--- src/rtl/spi_pkg.sv ---
// rtl/spi_pkg.sv - shared SPI mode constants and slave state encoding
package spi_pkg;

   localparam logic CPOL = 1'b0;
   localparam logic CPHA = 1'b0;

   typedef enum logic {
      IDLE  = 1'b0,
      SHIFT = 1'b1
   } spi_state_t;

endpackage

--- src/rtl/spi_slave_responder_if.sv ---
// rtl/spi_slave_responder_if.sv - PU-side and SPI-pin bundle for the slave responder
interface spi_slave_responder_if #(
   parameter int DATA_WIDTH = 32
);
   logic [DATA_WIDTH-1:0] data_in;
   logic                  wr;
   logic [DATA_WIDTH-1:0] data_out;
   logic                  ready;
   logic                  busy;
   logic                  aborted;
   logic                  mosi;
   logic                  miso;
   logic                  sclk;
   logic                  cs;

   modport master (
      output data_in, wr, mosi, sclk, cs,
      input  data_out, ready, busy, aborted, miso
   );

   modport slave (
      input  data_in, wr, mosi, sclk, cs,
      output data_out, ready, busy, aborted, miso
   );
endinterface

--- src/rtl/spi_input_sync.sv ---
// rtl/spi_input_sync.sv - 2-flop synchronizer with one-clk rise/fall detect
module spi_input_sync #(
   parameter logic RESET_VAL = 1'b0
) (
   input  logic clk,
   input  logic rst,
   input  logic i_d,
   output logic o_sync,
   output logic o_rise,
   output logic o_fall
);
   logic r_meta;
   logic r_sync;
   logic r_prev;

   always_ff @(posedge clk or posedge rst) begin
      if (rst) begin
         r_meta <= RESET_VAL;
         r_sync <= RESET_VAL;
         r_prev <= RESET_VAL;
      end else begin
         r_meta <= i_d;
         r_sync <= r_meta;
         r_prev <= r_sync;
      end
   end

   assign o_sync = r_sync;
   assign o_rise = r_sync & ~r_prev;
   assign o_fall = ~r_sync & r_prev;
endmodule

--- src/rtl/spi_slave_responder.sv ---
// rtl/spi_slave_responder.sv - oversampled SPI mode-0 slave, MSB first, full duplex
// Received words pulse ready; tx word comes from a PU-loaded holding register.
module spi_slave_responder
   import spi_pkg::*;
#(
   parameter int DATA_WIDTH = 32
) (
   input  logic                   clk,
   input  logic                   rst,
   spi_slave_responder_if.slave   bus
);
   localparam int            CW       = $clog2(DATA_WIDTH);
   localparam logic [CW-1:0] LAST_BIT = CW'(DATA_WIDTH - 1);

   spi_state_t            r_state;
   spi_state_t            w_next_state;
   logic [DATA_WIDTH-1:0] r_tx_hold;
   logic [DATA_WIDTH-1:0] r_tx_shift;
   logic [DATA_WIDTH-1:0] r_rx_shift;
   logic [DATA_WIDTH-1:0] r_data_out;
   logic [DATA_WIDTH-1:0] w_tx_next;
   logic [DATA_WIDTH-1:0] w_rx_next;
   logic [CW-1:0]         r_cnt;
   logic                  r_ready;
   logic                  r_aborted;
   logic [1:0]            r_arm_pipe;
   logic                  r_armed;
   logic                  w_sclk_rise;
   logic                  w_sclk_fall;
   logic                  w_cs_sync;
   logic                  w_cs_rise;
   logic                  w_cs_fall;
   logic                  w_mosi_sync;
   logic                  w_start;

   spi_input_sync #(.RESET_VAL(CPOL)) u_sclk_sync (
      .clk(clk), .rst(rst), .i_d(bus.sclk),
      .o_sync(), .o_rise(w_sclk_rise), .o_fall(w_sclk_fall)
   );

   spi_input_sync #(.RESET_VAL(1'b1)) u_cs_sync (
      .clk(clk), .rst(rst), .i_d(bus.cs),
      .o_sync(w_cs_sync), .o_rise(w_cs_rise), .o_fall(w_cs_fall)
   );

   spi_input_sync #(.RESET_VAL(1'b0)) u_mosi_sync (
      .clk(clk), .rst(rst), .i_d(bus.mosi),
      .o_sync(w_mosi_sync), .o_rise(), .o_fall()
   );

   // A same-cycle wr wins over the held word whenever tx_shift is (re)loaded.
   assign w_tx_next = bus.wr ? bus.data_in : r_tx_hold;
   assign w_rx_next = {r_rx_shift[DATA_WIDTH-2:0], w_mosi_sync};
   assign w_start   = w_cs_fall & r_armed;

   // cs is only trusted once real samples have filled the synchronizer and read high,
   // so a cs already low when reset releases cannot start a frame.
   always_ff @(posedge clk or posedge rst) begin
      if (rst) begin
         r_arm_pipe <= 2'b00;
         r_armed    <= 1'b0;
      end else begin
         r_arm_pipe <= {r_arm_pipe[0], 1'b1};
         if (r_arm_pipe[1] && w_cs_sync) begin
            r_armed <= 1'b1;
         end
      end
   end

   always_ff @(posedge clk or posedge rst) begin
      if (rst) begin
         r_tx_hold <= '0;
      end else if (bus.wr) begin
         r_tx_hold <= bus.data_in;
      end
   end

   always_ff @(posedge clk or posedge rst) begin
      if (rst) begin
         r_state <= IDLE;
      end else begin
         r_state <= w_next_state;
      end
   end

   always_comb begin
      w_next_state = r_state;
      case (r_state)
         IDLE:    if (w_start)   w_next_state = SHIFT;
         SHIFT:   if (w_cs_rise) w_next_state = IDLE;
         default: w_next_state = IDLE;
      endcase
   end

   always_comb begin
      bus.busy = 1'b0;
      bus.miso = 1'b0;
      if (r_state == SHIFT) begin
         bus.busy = 1'b1;
         bus.miso = r_tx_shift[DATA_WIDTH-1];
      end
   end

   always_ff @(posedge clk or posedge rst) begin
      if (rst) begin
         r_tx_shift <= '0;
         r_rx_shift <= '0;
         r_data_out <= '0;
         r_cnt      <= '0;
         r_ready    <= 1'b0;
         r_aborted  <= 1'b0;
      end else begin
         r_ready   <= 1'b0;
         r_aborted <= 1'b0;
         case (r_state)
            IDLE: begin
               if (w_start) begin
                  r_tx_shift <= w_tx_next;
                  r_rx_shift <= '0;
                  r_cnt      <= '0;
               end
            end
            SHIFT: begin
               // cs_rise takes priority over any sclk edge seen in the same cycle.
               if (w_cs_rise) begin
                  r_aborted <= (r_cnt != '0);
                  r_cnt     <= '0;
               end else begin
                  if (w_sclk_rise) begin
                     r_rx_shift <= w_rx_next;
                     if (r_cnt == LAST_BIT) begin
                        r_data_out <= w_rx_next;
                        r_ready    <= 1'b1;
                        r_cnt      <= '0;
                     end else begin
                        r_cnt <= r_cnt + 1'b1;
                     end
                  end
                  if (w_sclk_fall) begin
                     if (r_cnt != '0) begin
                        r_tx_shift <= {r_tx_shift[DATA_WIDTH-2:0], 1'b0};
                     end else begin
                        r_tx_shift <= w_tx_next;
                     end
                  end
               end
            end
            default: r_cnt <= '0;
         endcase
      end
   end

   assign bus.data_out = r_data_out;
   assign bus.ready    = r_ready;
   assign bus.aborted  = r_aborted;
endmodule
--- src/flat_wrapper.sv ---
// flat-port wrapper written by rule: the top's interface ports become plain ports
module spi_slave_responder_flat import spi_pkg::*;
#(
   parameter int DATA_WIDTH = 32
)
  (clk, rst, bus_data_in, bus_wr, bus_mosi, bus_sclk, bus_cs, bus_data_out, bus_ready, bus_busy, bus_aborted, bus_miso);
  spi_slave_responder_if #(.DATA_WIDTH(DATA_WIDTH)) bus_i ();
  input  logic clk;
  input  logic rst;
  input wire logic [$bits(bus_i.data_in)-1:0] bus_data_in;
  input wire logic [$bits(bus_i.wr)-1:0] bus_wr;
  input wire logic [$bits(bus_i.mosi)-1:0] bus_mosi;
  input wire logic [$bits(bus_i.sclk)-1:0] bus_sclk;
  input wire logic [$bits(bus_i.cs)-1:0] bus_cs;
  output wire logic [$bits(bus_i.data_out)-1:0] bus_data_out;
  output wire logic [$bits(bus_i.ready)-1:0] bus_ready;
  output wire logic [$bits(bus_i.busy)-1:0] bus_busy;
  output wire logic [$bits(bus_i.aborted)-1:0] bus_aborted;
  output wire logic [$bits(bus_i.miso)-1:0] bus_miso;
  assign bus_i.data_in = bus_data_in;
  assign bus_i.wr = bus_wr;
  assign bus_i.mosi = bus_mosi;
  assign bus_i.sclk = bus_sclk;
  assign bus_i.cs = bus_cs;
  assign bus_data_out = bus_i.data_out;
  assign bus_ready = bus_i.ready;
  assign bus_busy = bus_i.busy;
  assign bus_aborted = bus_i.aborted;
  assign bus_miso = bus_i.miso;
  spi_slave_responder #(.DATA_WIDTH(DATA_WIDTH)) u_core (.clk(clk), .rst(rst), .bus(bus_i));
endmodule
--- config.mk ---
export PLATFORM = sky130hd
export DESIGN_NAME = spi_slave_responder_flat
export DESIGN_NICKNAME = d
export VERILOG_FILES = /design/src/rtl/spi_pkg.sv /design/src/rtl/spi_slave_responder_if.sv /design/src/rtl/spi_input_sync.sv /design/src/rtl/spi_slave_responder.sv /design/src/flat_wrapper.sv
export SDC_FILE = /design/constraint.sdc
export NUM_CORES = 1
export LEC_CHECK = 0
export ABC_AREA = 1
export BUFFER_PORTS_ARGS = -buffer_cell sky130_fd_sc_hd__buf_2
export CAP_MARGIN = 20
export CORE_MARGIN = 3
export CORE_UTILIZATION = 45
export DETAILED_ROUTE_END_ITERATION = 8
export PLACE_DENSITY_LB_ADDON = 0.2
export SETUP_SLACK_MARGIN = 0.15
export SYNTH_ARGS = -nofsm -noshare
export SYNTH_HDL_FRONTEND = slang
export SYNTH_HIERARCHICAL = 1
export SYNTH_SLANG_ARGS = --single-unit
--- constraint.sdc ---
create_clock -name clk -period 12.8 [get_ports clk]
set_input_delay 1.28 -clock clk [delete_from_list [all_inputs] [get_ports clk]]
set_output_delay 1.28 -clock clk [all_outputs]
set_load 0.02 [all_outputs]
== After elaboration in Yosys (flattened, before gate mapping) ==
Index checks and enable logic that the tools add are counted.
Cells by class
  add/subtract/negate cells: 1
  equal/unequal tests: 6
  muxes and demuxes: 26
  bitwise logic cells: 11
  reductions and logical operators: 6
Operators by type and width (number)
  $mux W32: 5
  $mux W31: 3
  $pmux W32 S2: 1
  $pmux W31 S2: 1
  $mux W5: 4
  $mux W1: 10
  $pmux W5 S2: 1
  $ne A2 B2 Y1 const B: 3
  $not A1 Y1: 6
  $reduce_and A3 Y1: 2
  $add A5 B1 Y5 const B: 1
  $and A1 B1 Y1: 5
  $eq A5 B5 Y1 const B: 1
  $reduce_bool A5 Y1: 1
  $reduce_and A4 Y1: 1
  $ne A3 B3 Y1 const B: 1
  $ne A2 B1 Y1 const B: 1
  $pmux W1 S2: 1
  $reduce_and A2 Y1: 1
  $logic_and A1 B1 Y1: 1
Word-level totals
  register bits: 146
  input port bits: 38
  output and inout bits: 36

== Longest topological paths before layout ==
Gate-level depths: netlist (run 1).
  word-level depth: 5
  gate-level depth with buffers: 10

== Cells and area by module ==
Netlist (run 1), hierarchy kept.
By module, submodules not included
  spi_slave_responder: instances 1, cells each 748, area each 6043.3 um^2, seq. area each 3453.3 um^2
  spi_input_sync at u_core.u_mosi_sync ...: instances 2, cells each 8, area each 93.8 um^2, seq. area each 75.1 um^2
  spi_input_sync at u_core.u_cs_sync: instances 1, cells each 8, area each 97.6 um^2, seq. area each 78.8 um^2

== Worst setup path after synthesis (run 1) ==
Ideal clock, no wire load.
  path type: register to output
  start point: reg u_core.r_state
  end point: out bus_miso
  arrival: 1210 ps
  path slack: 10310 ps
  cell stages (with the launch flop): 5
  path buffers: 2
  cells stage by stage: dfrtp_1 -> buf_2 -> buf_1 -> nand2_1 -> inv_1
Between the ends
  word-level cells in the longest chain between the ends: 1
RTL lines
  start, declared: RTL line spi_slave_responder.sv:15  | spi_state_t r_state;
  start signal, assigned: RTL line spi_slave_responder.sv:82  | r_state <= w_next_state;
  $mux W1: RTL line spi_slave_responder.sv:98  | if (r_state == SHIFT) begin
  end, declared: RTL line flat_wrapper.sv:19  | output wire logic [$bits(bus_i.miso)-1:0] bus_miso;
Every way passes these cells.

== Worst setup path in the final report (run 1) ==
Ends and elaborated chain as after synthesis.

==> key figures, run 1 <==
STA
  • Slew headroom: 0.288
  • Final period util: 0.255
  • Setup TNS: 0 ns
  • Final setup violation count: 0
  • Clock skew: about 0.0064 ns
  • Worst-margin pin slew: roughly 1.1 ns
  • Max Slew Vio Count: 0
  • Max Clk Rate: 307 MHz
  • Min Clock Period, post-route: 3.26 ns
  • Unrepaired setup endpoints after global routing: no
  • Fin. Hold Viols: 0

CTS
  • Clock Sinks: 146
  • Root Driver: clkbuf_16
  • Setup bufs post-CTS: 0
  • Hold buffers post-CTS: 0
  • Clk Latency, worst-skew pair: around 0.42 ns
  • Clk slew on worst S/H paths: 0.06 ns
  • Post-cts sizing count: 0
  • H-tree lvl count: 4
  • CTS Buffer Depth: 2
  • CTS tree: built
  • Number of CTS-inserted buffers: 17

Power and ir drop
  • Clock share of power: 0.400
  • Cell Pwr Density: roughly 160 nW/um^2
  • Net Sw Frac: 0.271
  • Switching power: 0.000325 W
  • Leak: 4.22 nW
  • P_int: 0.000874 W
  • Seq pwr share: 0.457
  • Max IR drop VDD: about 0.00010 V
  • Comb pwr share: 0.143

Setup path
  • CP required: ~12 ns
  • R2R Path End: u_core/bus.data_out[24]$_DFFE_PP0P_
  • Worst r2r path cells: 7
  • CP endpoint kind: primary output
  • Critical path cell sequence: buf_4 > nand2_1 > inv_1 > buf_2
  • CP Launch Point: u_core/r_state$_DFF_PP0_
  • Setup crit start kind: flip-flop
  • Crit-path max FO: 37
  • CP peak stage delay: between 0.7 and 0.8 ns
  • CP arrival: 1.98 ns
  • Reg-to-reg setup timing slack: around 9.7 ns
  • Reg-to-Reg Start: u_core/r_state$_DFF_PP0_
  • Slowest cell on the critical path: dfrtp_2
  • CP endpoint: bus_miso
  • Setup CP Type: reg2out

Drt
  • Via Count: 4,885
  • Vias per cell: 4.83
  • DR pass1 iterations: 5
  • WL per Instance: ~13 microns
  • DRC Markers: 0
  • Final WL: roughly 13,000 microns
  • Final ANT Viol Nets: 0
  • DRT iter0 DRCs: 358

Yosys
  • Syn Area/Cell: between 8 and 9 sq um
  • Post-Synthesis Cell Area: 6290 sq um
  • Synthesis Warnings: 6
  • Synth Net Count: 808
  • Post-Synthesis Cells: 767

Finish
  • Filler instances: ~1,300
  • Non-Filler Instances: just over 1,000
  • Layout cells sized above 1: 0.145
  • ANT cells: 0
  • Layout Nets: 864
  • Area grow syn2layout: 16.7%
  • Post-Route Utilization: 0.545

Status
  • Status: completed

Placement
  • Inst Count DP: 979
  • Hpwl dp: roughly 8000 microns
  • PortBufs: 73
  • RePlAce Congestion: 0.761

Floorplan
  • Starting density of the core: 0.467
  • Core area: 13,500 sq um
  • Die Y-Extent: between 100 and 150 microns
  • Die area: 15,400 sq um
  • Die W: between 100 and 150 microns
  • Top Ports: 74
  • # rows: between 40 and 50

Global routing
  • Largest net degree at the start of global routing: 77
  • Total GRT Usage: 0.177
  • Initial antenna violation count: 0
  • Vias in the first global route: 4,786
  • Total grt overflow: 0
  • First-pass GRT wire length: about 23,000 microns

Job
  • Max-cap violations: 0

Worst hold path
  • Hold WC Path Type: reg2reg
-- critical path: cells and delay by family, from the launching register on --
family / cells / cell delay [ns]
simple gates: 1 / 0.10
flops: 1 / 0.74
buf+inv: 3 / 0.70
-- sequential cells by signal (all words and copies together), names as in the netlist --
| signal | flops |
|---|---|
| u_core/r_cnt | 5 |
| u_core/u_mosi_sync/o_sync | 1 |
| u_core/u_sclk_sync/r_prev | 1 |
| u_core/r_state | 1 |
| u_core/bus.aborted | 1 |
| u_core/r_arm_pipe | 2 |
| u_core/u_cs_sync/r_prev | 1 |
| u_core/r_armed | 1 |
| u_core/r_tx_shift | 32 |
| u_core/u_sclk_sync/o_sync | 1 |
| u_core/bus.ready | 1 |
| u_core/u_mosi_sync/r_meta | 1 |
| u_core/u_cs_sync/r_meta | 1 |
| u_core/u_cs_sync/o_sync | 1 |
| u_core/bus.data_out | 32 |
| u_core/u_sclk_sync/r_meta | 1 |
| u_core/r_tx_hold | 32 |
| u_core/r_rx_shift | 31 |
-- worst min-delay path by stage --
stage / end / startpoint / cells after the start / slack [ns]
after CTS: u_core/u_mosi_sync/o_sync$_DFF_PP0_ / u_core/u_mosi_sync/r_meta$_DFF_PP0_ / 0 / 0.36
after detailed placement: u_core/r_arm_pipe[1]$_DFF_PP0_ / u_core/r_arm_pipe[0]$_DFF_PP0_ / 0 / 0.34
after global placement: u_core/u_sclk_sync/o_sync$_DFF_PP0_ / u_core/u_sclk_sync/r_meta$_DFF_PP0_ / 0 / 0.33
after global routing: u_core/r_arm_pipe[1]$_DFF_PP0_ / u_core/r_arm_pipe[0]$_DFF_PP0_ / 0 / 0.36
final: u_core/u_mosi_sync/o_sync$_DFF_PP0_ / u_core/u_mosi_sync/r_meta$_DFF_PP0_ / 0 / 0.35
after floorplan: u_core/r_arm_pipe[1]$_DFF_PP0_ / u_core/r_arm_pipe[0]$_DFF_PP0_ / 0 / 0.33
-- metrics by stage --
stage	area, sq um	hold WS (ns)	worst slack, ns	total power, W
final	7340	0.352	9.54	0.00120
after global routing	7340	0.362	9.35	0.00127
after CTS	7310	0.355	9.51	0.00121
after detailed placement	6730	0.336	9.69	0.000725
after global placement	6710	0.332	9.76	0.000715
after floorplan	6290	0.331	7.82	0.000680
-- cell usage in the layout, fill, tap and decap left out, drive strengths merged --
cell and n:
a21o 1, buf 79, bufinv 1, clkbuf 28, clkinv 3, conb 1
dfrtp 143, dfstp 3, ha 3, inv 121, nand2 304, nand3 70
nand4 32, nor2 10, o21ai 37
-- metal layers --
| layer | global-route usage | vias up | wire (microns) |
|---|---|---|---|
| met5 | 0 | - | 0 |
| met4 | 0.0787 | 0 | 240 |
| met3 | 0.0455 | 20 | 669 |
| met2 | 0.269 | 125 | 5860 |
| met1 | 0.241 | 2283 | 6280 |
| li1 | - | 2457 | - |
-- cell type report --
cell class	instances	area (sq um)	area share
sequential	146	3660	0.499
multi-input combinational	458	1980	0.270
clock buffer	28	537	0.0732
inverter	121	459	0.0626
timing repair buffer	79	438	0.0597
tap	176	220	0.0300
clock inverter	4	45.0	0.00614
-- power groups by stage --
stage	Clock [W]	Sequential [W]	Combinational [W]
2_1_floorplan	0	0.000544	0.000136
3_3_place_gp	0	0.000553	0.000163
3_5_place_dp	0	0.000555	0.000169
4_1_cts	0.000491	0.000547	0.000170
5_1_grt	0.000515	0.000555	0.000201
6_report	0.000480	0.000548	0.000171
Power figures use the tool's default switching activity.
==> run 2, diff against run 1 <==
- clock period: 12.8 -> 3.1 ns (I/O delays scaled with it)
==> run 2 against run 1 <==
Effect of this change:
- via count rose by 1.4%
- cell count rose by 0.89%
- first-iteration DRC count grew 32%
- combinational power rose to 4.2 times the previous value
- routed wire length is 1.3% higher
- clock power rose to 4.9 times the previous value
- total power grew to 4.5 times the previous value
- non-clock buffer count up 9
- clock-buffer cell count shrank 10
- sequential share of layout area shrank 1.2 points
- critical path type unchanged
- flip-flop and latch count stayed put
==> key figures, run 2 (synthesis results as in run 1) <==
STA
  • Final period util: 0.728
  • Setup TNS: 0 ns (unchanged)
  • Slew headroom: 0.405 (+0.118)
  • Max Slew Vio Count: 0 (unchanged)
  • Clock skew: 0.00622 ns (-0.000163 ns)
  • Fin. Hold Viols: 0 (unchanged)
  • Worst-margin pin slew: 0.892 ns (-0.174 ns)
  • Unrepaired setup endpoints after global routing: no
  • Final setup violation count: 0 (unchanged)
  • Min Clock Period, post-route: 2.26 ns
  • Final Worst Setup Slack: 0.845 ns (-8.70 ns)
  • Max Clk Rate: ~440 MHz

CTS
  • Number of CTS-inserted buffers: 17 (unchanged)
  • CTS Buffer Depth: 2 (unchanged)
  • Clk slew on worst S/H paths: 0.06 ns (about the same)
  • H-tree lvl count: 4 (unchanged)
  • Clk Latency, worst-skew pair: 0.42 ns (about the same)
  • Root Driver: clkbuf_16
  • CTS tree: built
  • Clock Sinks: 146 (unchanged)

Setup path
  • CP arrival: 1.95 ns (-0.03 ns)
  • Critical path cell sequence: buf_4 > nand2_1 > inv_1 > buf_2
  • Crit path max-delay family: buffers and inverters
  • Setup crit start kind: flip-flop
  • CP peak stage delay: 0.61 ns (-0.13 ns)
  • CP required: 2.79 ns (-8.73 ns)
  • Setup CP Type: reg2out
  • Slowest cell on the critical path: dfrtp_2
  • CP endpoint kind: primary output
  • Buf+Inv Stages, Crit Path: 3 (unchanged)
  • Reg-to-reg setup timing slack: 0.97 ns (-8.74 ns)
  • Cell count along the critical path: 4 (unchanged)
  • Worst r2r path cells: 8 (+1)
  • Crit-path max FO: 49 (+32%)

Floorplan
  • Die Y-Extent: 124 microns (unchanged)
  • Core area: 13,500 sq um (unchanged)
  • Die W: 124 microns (unchanged)
  • Top Ports: 74 (unchanged)
  • # rows: 42 (unchanged)
  • Die area: 15,400 sq um (unchanged)
  • Starting density of the core: 0.467 (unchanged)

Drt
  • Routed wl met3: 536 microns (-20%)
  • Final WL: 13,200 microns (+1.3%)
  • Uppermost layer routed: met4
  • Met2 wire length: 6350 microns (+8.4%)
  • DRT iter0 DRCs: 471 (+32%)
  • DRC Markers: 0 (unchanged)
  • Via Count: 4,953 (+1.4%)
  • DR pass1 iterations: 5 (unchanged)
  • Final ANT Viol Nets: 0 (unchanged)
  • WL per Instance: 12.9 microns (+0.43%)
  • M1 WL: 6100 microns (-2.7%)
  • Vias per cell: 4.85 (+0.50%)

Finish
  • Non-Filler Instances: 1,021 (+0.89%)
  • Most common cell after layout, fill and taps aside: nand2_1
  • Layout Nets: 873 (+1.0%)
  • Layout cells sized above 1: 0.153 (+0.00793)
  • Area grow syn2layout: 19.5%
  • Most frequent cells in the layout: nand2_1, dfrtp_1, inv_1, buf_2, nand3_1
  • ANT cells: 0 (unchanged)

Global routing
  • Initial antenna violation count: 0 (unchanged)
  • Vias in the first global route: 4,922 (+2.8%)
  • Total GRT Usage: 0.180 (+0.00266)
  • First-pass GRT wire length: 23,100 microns (+2.1%)
  • Largest net degree at the start of global routing: 65 (-16%)
  • Total grt overflow: 0 (unchanged)

Worst hold path
  • Hold Path Depth: 3 (+3)
  • Hold WC Path Type: in2reg

Status
  • Status: completed

Power and ir drop
  • Cell Pwr Density: 712 nW/um^2 (+340%)
  • Leak: 4.29 nW (+1.6%)
  • Max IR drop VDD: 0.000451 V (+340%)

Placement
  • Hpwl dp: 8450 microns (+4.3%)
  • RePlAce Congestion: 0.734 (-3.6%)
  • Inst Count DP: 984 (+0.51%)
  • PortBufs: 73 (unchanged)
  • Setup WS pre-CTS: 0.954 ns (-8.74 ns)

Job
  • Max-cap violations: 0 (unchanged)
==> run 2: cell count changes in the layout (fill, tap and decap cells not counted), sizes merged <==
cell and change:
clkbuf -10, bufinv +6, buf +5, clkinvlp +4, dlygate4sd3 +4
==> run 2: stage by stage <==
stage	utilization	instance area, sq um	power, W	hold slack, ns
detailed placement	0.503	6770	0.00299	0.218
finish	0.558	7510	0.00534	0.194
global route	0.558	7510	0.00564	0.193
global placement	0.503	6770	0.00296	0.212
floorplan	-	6290	0.00281	0.0512
CTS	0.557	7500	0.00539	0.174
==> run 2: repair_timing <==
action | 4_1_cts | 5_1_grt
buffers inserted | 0 | 0
endpoints found under the hold margin | 27 | 0
gates resized for setup | 0 | 0
hold buffers | 4 | 0
==> run 2: path summary, 6_finish.rpt <==
path / startpoint / end
max: u_core/r_state$_DFF_PP0_ / bus_miso
min: bus_data_in[0] / u_core/r_tx_hold[0]$_DFF_PP0_
max reg2reg: u_core/u_cs_sync/r_prev$_DFF_PP1_ / u_core/bus.data_out[31]$_DFFE_PP0P_
min reg2reg: u_core/r_arm_pipe[0]$_DFF_PP0_ / u_core/r_arm_pipe[1]$_DFF_PP0_
max in group asynchronous: rst / u_core/r_rx_shift[18]$_DFFE_PP0P_
min in group asynchronous: rst / u_core/u_mosi_sync/o_sync$_DFF_PP0_
==> run 2: worst min-delay path, cell delays in order <==
cell and delay (ns):
buf_2 0.10, nand2_1 0.05, o21ai_1 0.09
==> run 2: layer usage <==
metal | GRT usage | vias up
li1 | - | 2462
met1 | 0.229 | 2385
met2 | 0.299 | 90
met3 | 0.0430 | 16
met4 | 0.0683 | 0
met5 | 0 | -
==> run 2: report_power, final <==
group | internal [W] | leakage, nW | switching (W)
sequential | 0.00213 | 1.86 | 0.000121
clock | 0.00159 | 0.327 | 0.000783
combinational | 0.000229 | 2.11 | 0.000492
==> run 2: cell type report <==
type,count,area [sq um]
inverters,121,458
well taps,176,220
flip-flops and latches,146,3660
clock buffers,18,429
fillers,1256,5940
multi-input cells,458,1980
repair buffers,88,508
clock inverters,14,260
